File: config.mk
export PLATFORM = sky130hd
export DESIGN_NAME = rob_id_alloc
export DESIGN_NICKNAME = d
export VERILOG_FILES = /design/src/rtl/rob_pkg.sv /design/src/rtl/rob_ptr_reg.sv /design/src/rtl/rob_id_alloc.sv
export SDC_FILE = /design/constraint.sdc
export NUM_CORES = 1
export LEC_CHECK = 0
export CORE_MARGIN = 2
export CORE_UTILIZATION = 48
export CTS_CLUSTER_DIAMETER = 120
export DETAILED_ROUTE_END_ITERATION = 10
export PLACE_DENSITY = 0.87
export SLEW_MARGIN = 20
export SYNTH_ARGS = -nofsm -noshare
export SYNTH_HDL_FRONTEND = slang
export SYNTH_SLANG_ARGS = --single-unit
File: constraint.sdc
create_clock -name clk_i -period 6.8 [get_ports clk_i]
set_input_delay 1.36 -clock clk_i [delete_from_list [all_inputs] [get_ports clk_i]]
set_output_delay 1.36 -clock clk_i [all_outputs]
set_load 0.05 [all_outputs]
File: src/rtl/rob_pkg.sv
// rob_pkg: shared types and helpers for the ROB ID allocator.
//   ROB_ID_WIDTH - index width of the default configuration.
//   ROB_DEPTH    - entries in the default configuration (2**ROB_ID_WIDTH).
//   rob_id_t     - {wrap, idx}. The wrap bit tells a full ROB from an empty one.
//   rob_id_add   - adds n to an ID, modulo 2**(ROB_ID_WIDTH+1).
package rob_pkg;

  localparam int unsigned ROB_ID_WIDTH = 3;
  localparam int unsigned ROB_DEPTH    = 1 << ROB_ID_WIDTH;

  typedef struct packed {
    logic                    wrap;
    logic [ROB_ID_WIDTH-1:0] idx;
  } rob_id_t;

  // The idx carry ripples into the wrap bit, so wrap toggles when idx rolls over.
  function automatic rob_id_t rob_id_add(rob_id_t id, int n);
    return rob_id_t'(id + (ROB_ID_WIDTH + 1)'(n));
  endfunction

endpackage

File: src/rtl/rob_ptr_reg.sv
// rob_ptr_reg: a {wrap, idx} pointer register. It supports synchronous reset,
// increment by n, and load. Load has priority over increment.
//   clk_i    - clock
//   rst_i    - synchronous active-high reset; clears the pointer to 0
//   inc_i    - amount added this cycle (modulo 2**W)
//   ld_i     - load ld_val_i instead of incrementing
//   ld_val_i - value to load
//   ptr_o    - current pointer value
module rob_ptr_reg #(
  parameter int unsigned W = 4
) (
  input  logic         clk_i,
  input  logic         rst_i,
  input  logic [W-1:0] inc_i,
  input  logic         ld_i,
  input  logic [W-1:0] ld_val_i,
  output logic [W-1:0] ptr_o
);

  logic [W-1:0] r_ptr;

  // Pointer state; addition wraps naturally at 2**W.
  always_ff @(posedge clk_i) begin
    if (rst_i) begin
      r_ptr <= '0;
    end else if (ld_i) begin
      r_ptr <= ld_val_i;
    end else begin
      r_ptr <= r_ptr + inc_i;
    end
  end

  assign ptr_o = r_ptr;

endmodule

File: src/rtl/rob_id_alloc.sv
// rob_id_alloc: multi-lane reorder-buffer ID allocator. Each cycle it hands out
// up to ALLOC_W consecutive IDs at the tail. Each cycle it frees up to RETIRE_W
// of the oldest IDs at the head.
// Optional feature (macro ROB_ID_PARTIAL_FLUSH_EN): adds flush_id_i. A flush
// then keeps every ID up to and including flush_id_i, instead of emptying the ROB.
//   clk_i, rst_i  - clock; synchronous active-high reset
//   alloc_vld_i   - per-lane allocation request, contiguous from lane 0
//   alloc_rdy_o   - at least ALLOC_W free slots remain
//   alloc_id_o    - lane k = tail + k, as {wrap, idx}
//   retire_cnt_i  - number of oldest IDs freed this cycle
//   flush_i       - discard un-retired IDs
//   flush_id_i    - (optional) youngest ID that survives the flush
//   head_id_o     - oldest live ID
//   tail_id_o     - next ID to allocate
//   count_o       - number of live entries, 0..DEPTH
//   full_o        - high when count_o == DEPTH
//   empty_o       - high when count_o == 0
module rob_id_alloc
  import rob_pkg::*;
#(
  parameter int unsigned ID_WIDTH = ROB_ID_WIDTH,
  parameter int unsigned ALLOC_W  = 2,
  parameter int unsigned RETIRE_W = 2
) (
  input  logic                             clk_i,
  input  logic                             rst_i,
  input  logic [ALLOC_W-1:0]               alloc_vld_i,
  output logic                             alloc_rdy_o,
  output logic [ALLOC_W*(ID_WIDTH+1)-1:0]  alloc_id_o,
  input  logic [$clog2(RETIRE_W+1)-1:0]    retire_cnt_i,
  input  logic                             flush_i,
`ifdef ROB_ID_PARTIAL_FLUSH_EN
  input  logic [ID_WIDTH:0]                flush_id_i,
`endif
  output logic [ID_WIDTH:0]                head_id_o,
  output logic [ID_WIDTH:0]                tail_id_o,
  output logic [ID_WIDTH:0]                count_o,
  output logic                             full_o,
  output logic                             empty_o
);

  localparam int unsigned PW    = ID_WIDTH + 1;
  localparam int unsigned DEPTH = 1 << ID_WIDTH;

  logic [PW-1:0] w_head;
  logic [PW-1:0] w_tail;
  logic [PW-1:0] w_count;
  logic [PW-1:0] w_free;
  logic [PW-1:0] w_alloc_n;
  logic [PW-1:0] w_retire_n;
  logic [PW-1:0] w_head_next;
  logic [PW-1:0] w_tail_inc;
  logic [PW-1:0] w_tail_ld_val;
  logic          w_alloc_rdy;
  logic          w_fire;

  // The wrap bit makes tail - head exact over the full range 0..DEPTH.
  assign w_count     = w_tail - w_head;
  assign w_free      = PW'(DEPTH) - w_count;
  assign w_alloc_rdy = (w_free >= PW'(ALLOC_W));

  // Count the requested lanes. A legal request is contiguous from lane 0.
  always_comb begin
    w_alloc_n = '0;
    for (int k = 0; k < ALLOC_W; k++) begin
      w_alloc_n = w_alloc_n + PW'(alloc_vld_i[k]);
    end
  end

  // Never retire more IDs than are live.
  assign w_retire_n  = (PW'(retire_cnt_i) > w_count) ? w_count : PW'(retire_cnt_i);
  assign w_head_next = w_head + w_retire_n;

  // A request is taken only when there is room for a full-width one.
  // Otherwise the whole request is dropped.
  assign w_fire     = w_alloc_rdy & ~flush_i;
  assign w_tail_inc = w_fire ? w_alloc_n : '0;

`ifdef ROB_ID_PARTIAL_FLUSH_EN
  assign w_tail_ld_val = flush_id_i + PW'(1);
`else
  assign w_tail_ld_val = w_head_next;
`endif

  rob_ptr_reg #(.W(PW)) u_head (
    .clk_i    (clk_i),
    .rst_i    (rst_i),
    .inc_i    (w_retire_n),
    .ld_i     (1'b0),
    .ld_val_i ('0),
    .ptr_o    (w_head)
  );

  rob_ptr_reg #(.W(PW)) u_tail (
    .clk_i    (clk_i),
    .rst_i    (rst_i),
    .inc_i    (w_tail_inc),
    .ld_i     (flush_i),
    .ld_val_i (w_tail_ld_val),
    .ptr_o    (w_tail)
  );

  // Lane IDs are valid every cycle, whether or not a lane is requested.
  for (genvar k = 0; k < ALLOC_W; k++) begin : g_lane
    assign alloc_id_o[k*PW +: PW] = w_tail + PW'(k);
  end

  assign alloc_rdy_o = w_alloc_rdy;
  assign head_id_o   = w_head;
  assign tail_id_o   = w_tail;
  assign count_o     = w_count;
  assign full_o      = (w_count == PW'(DEPTH));
  assign empty_o     = (w_count == '0);

`ifndef SYNTHESIS
  a_alloc_contig: assert property (@(posedge clk_i) disable iff (rst_i)
    ((alloc_vld_i & (alloc_vld_i + ALLOC_W'(1))) == '0))
    else $error("alloc_vld_i not contiguous from lane 0");

  a_retire_le_count: assert property (@(posedge clk_i) disable iff (rst_i)
    (PW'(retire_cnt_i) <= w_count))
    else $error("retire_cnt_i exceeds live count");

`ifdef ROB_ID_PARTIAL_FLUSH_EN
  // flush_id_i must lie in the window [head_next, tail-1].
  a_flush_id_range: assert property (@(posedge clk_i) disable iff (rst_i)
    flush_i |-> (PW'(flush_id_i - w_head_next) < PW'(w_tail - w_head_next)))
    else $error("flush_id_i outside live window");
`endif
`endif

endmodule

==> results.cfg <==
[sta]
worstMarginPinSlew_ps = 520.0
final.min_clock_period_ps = 4345
tns_ps = 0
fin_crit_sh_pct = 63.90
hold_slack_ps = 598.7
setup_viol = 0
slew_headroom_pct = 65.23
clock_skew_ps = 6.403
rsz0062_at_grt = false
final_hold_viol_count = 0
finalMaxSlewViolations = 0
fmax_mhz = 230.1

[floorplanning]
die_w_um = 46.20
die_area_um2 = 2134
ios = 30
core_um2 = 1708
start_util_pct = 50.04
fp.dieH_um = 46.20
rows = 15

[final_layout]
fin_area_um2 = 1165
instances_no_fill = 145
fill_cells = 138
drive_gt1_share_pct = 5.000
num-nets-final = 146
syn2layout_area_growth_pct = 36.31
antennaDiodeCount = 0

[worst_hold_path]
hp-class = flop to flop
min_from = u_head.ptr_o[3]

[clocking]
cts_max_level = 1
tritoncts = yes
worst_skew_pair.late_latency_ps = 250
clock_sinks = 8
cts_max_path_buffers = 2
cts_setup_buffers = 0
clockRootBuffer = clkbuf_4
post_cts_resized = 0
path_clk_slew_ps = 60
cts_hold_buf = 0
cts_inserted_buffers = 3

[setup_path]
critical_path_class = flop to primary output
cp-start-kind = flop
critPathLaunch = u_tail.ptr_o[0]
worstPathMaxFanout = 6
cp_data_arrival_time_ps = 2990
worstPathRequired_ps = 5440
crit_path_end_kind = primary output
crit-reg2reg-launch = u_tail.ptr_o[0]

[yosys]
syn-mean-instance-area_um2 = 9.189
ys_ff_latch = 8
yosysSeqAreaShare_pct = 18.74
ys_types = 28
ys_warn_count = 0
synth_cells = 93
syn_area_um2 = 854.6
synth_fp_nets = 117

[routing]
drc_errors = 0
wl_per_cell_um = 12.53
viasPerCell = 4.986
wl_um = 1817
detailedRoute.firstPassIterationCount = 2
ant_nets = 0
num_vias = 723
drt_iter0_drc = 5

[global_route]
antenna_found_initial = 0
grt_pass1_vias = 717
grt_max_degree = 11
grt_pass1_wl_um = 2870
gr-total-overflow = 0
grtUsageTotal_pct = 18.89

[placement]
placed_area_um2 = 1142
place_hpwl_um = 1556
gp_congestion = 0.7566
dp_cells = 142
io_buffer_count = 29

[outcome]
status = complete, no violations

[flow_run]
maxCapViolations = 0
## stage by stage
stage / utilization (%) / setup slack [ps]
finish: 68.21 / 2455
detailed placement: 66.89 / 2675
CTS: 68.21 / 2470
floorplan: - / 2304
global placement: 66.89 / 2714
global route: 68.21 / 2302
## registers in the layout (all words and copies together), names as in the netlist
register,cells
u_tail.ptr_o,4
u_head.ptr_o,4
## synthesized netlist by cell type
cell type | instances | share of area, %
a211oi_1 | 2 | 1.8
a21boi_0 | 1 | 0.88
a21o_1 | 2 | 1.8
a21oi_1 | 4 | 2.3
a311o_1 | 1 | 1.2
a311oi_1 | 2 | 2.1
buf_4 | 4 | 3.5
clkbuf_1 | 1 | 0.44
conb_1 | 1 | 0.44
dfxtp_1 | 8 | 19
fa_1 | 3 | 7.0
ha_1 | 14 | 20
inv_1 | 12 | 5.3
mux2_1 | 1 | 1.3
mux2i_1 | 3 | 3.5
nand2_1 | 3 | 1.3
nand2b_1 | 1 | 0.73
nand3_1 | 4 | 2.3
nand3b_1 | 2 | 1.8
nor2_1 | 7 | 3.1
nor2b_1 | 5 | 3.7
nor3b_1 | 1 | 0.88
nor3b_4 | 1 | 2.2
o211ai_2 | 1 | 1.5
xnor2_1 | 4 | 4.1
xor2_1 | 3 | 3.1
xor2_2 | 1 | 1.9
xor3_1 | 1 | 2.8
## area by class of cell
cell class / instances / area, µm² / share of cell area (%)
sequential: 8 / 160.2 / 13.75
multi-input combinational: 68 / 615.6 / 52.85
inverter: 12 / 45.04 / 3.867
clock buffer: 3 / 22.52 / 1.933
tap: 25 / 31.28 / 2.685
timing repair buffer: 29 / 290.3 / 24.92
## cell usage in the layout (no fill, tap or decap)
cell type,n
a311oi_1,2
xnor2_1,4
conb_1,1
nor2b_1,5
a21o_1,2
nand3_1,4
xor2_2,1
xor3_1,1
fa_1,3
dfxtp_1,8
a211oi_1,2
a21oi_1,4
xor2_1,3
o211ai_2,1
nor2_1,7
nand2_1,3
clkbuf_4,3
clkdlybuf4s50_1,29
inv_1,12
a21boi_0,1
mux2_1,1
ha_1,14
nand3b_1,2
mux2i_1,3
a311o_1,1
nor3b_4,1
nor3b_1,1
nand2b_1,1
## critical path, cell delays in order (launching register included)
cell and delay (ps):
dfxtp_1 420, inv_1 90, ha_1 230, fa_1 420, xor2_2 280, nand3_1 130, xor3_1 250, nand3_1 100
clkdlybuf4s50_1 800
## metal layers
| layer | vias up | share of wire (%) | GRT usage, % | routed length [µm] |
|---|---|---|---|---|
| li1 | 365 | - | - | - |
| met1 | 341 | 42 | 21.72 | 755 |
| met2 | 13 | 54 | 32.50 | 984 |
| met3 | 4 | 2.9 | 3.529 | 53 |
| met4 | 0 | 1.3 | 10.29 | 24 |
| met5 | - | 0 | 0 | 0 |
## cell families (layout without fill, tap and decap cells)
| family | after synthesis | count (layout) | synth area share (%) |
|---|---|---|---|
| AO/OA/AOI/OAI | 13 | 13 | 11.42 |
| XOR/XNOR | 9 | 9 | 11.86 |
| adder cells (fa/ha/maj) | 17 | 17 | 27.53 |
| buffers and inverters | 17 | 44 | 9.223 |
| flip-flops | 8 | 8 | 18.74 |
| multiplexers | 4 | 4 | 4.832 |
| other | 1 | 1 | 0.4388 |
| AND/OR/NAND/NOR | 24 | 24 | 15.96 |
## final timing paths
| check | to | slack, ps | cells after the start |
|---|---|---|---|
| worst max register to register | u_tail.ptr_o[3] | 3260 | 13 |
| worst min register to register | u_head.ptr_o[3] | 600 | 2 |
| worst min-delay path | u_head.ptr_o[3] | 600 | 2 |
| worst max-delay path | alloc_rdy_o | 2450 | 8 |
Power is left out: the tool's default activity adds up to more than one toggle a clock period on the data nets, which glitch-free logic cannot reach.
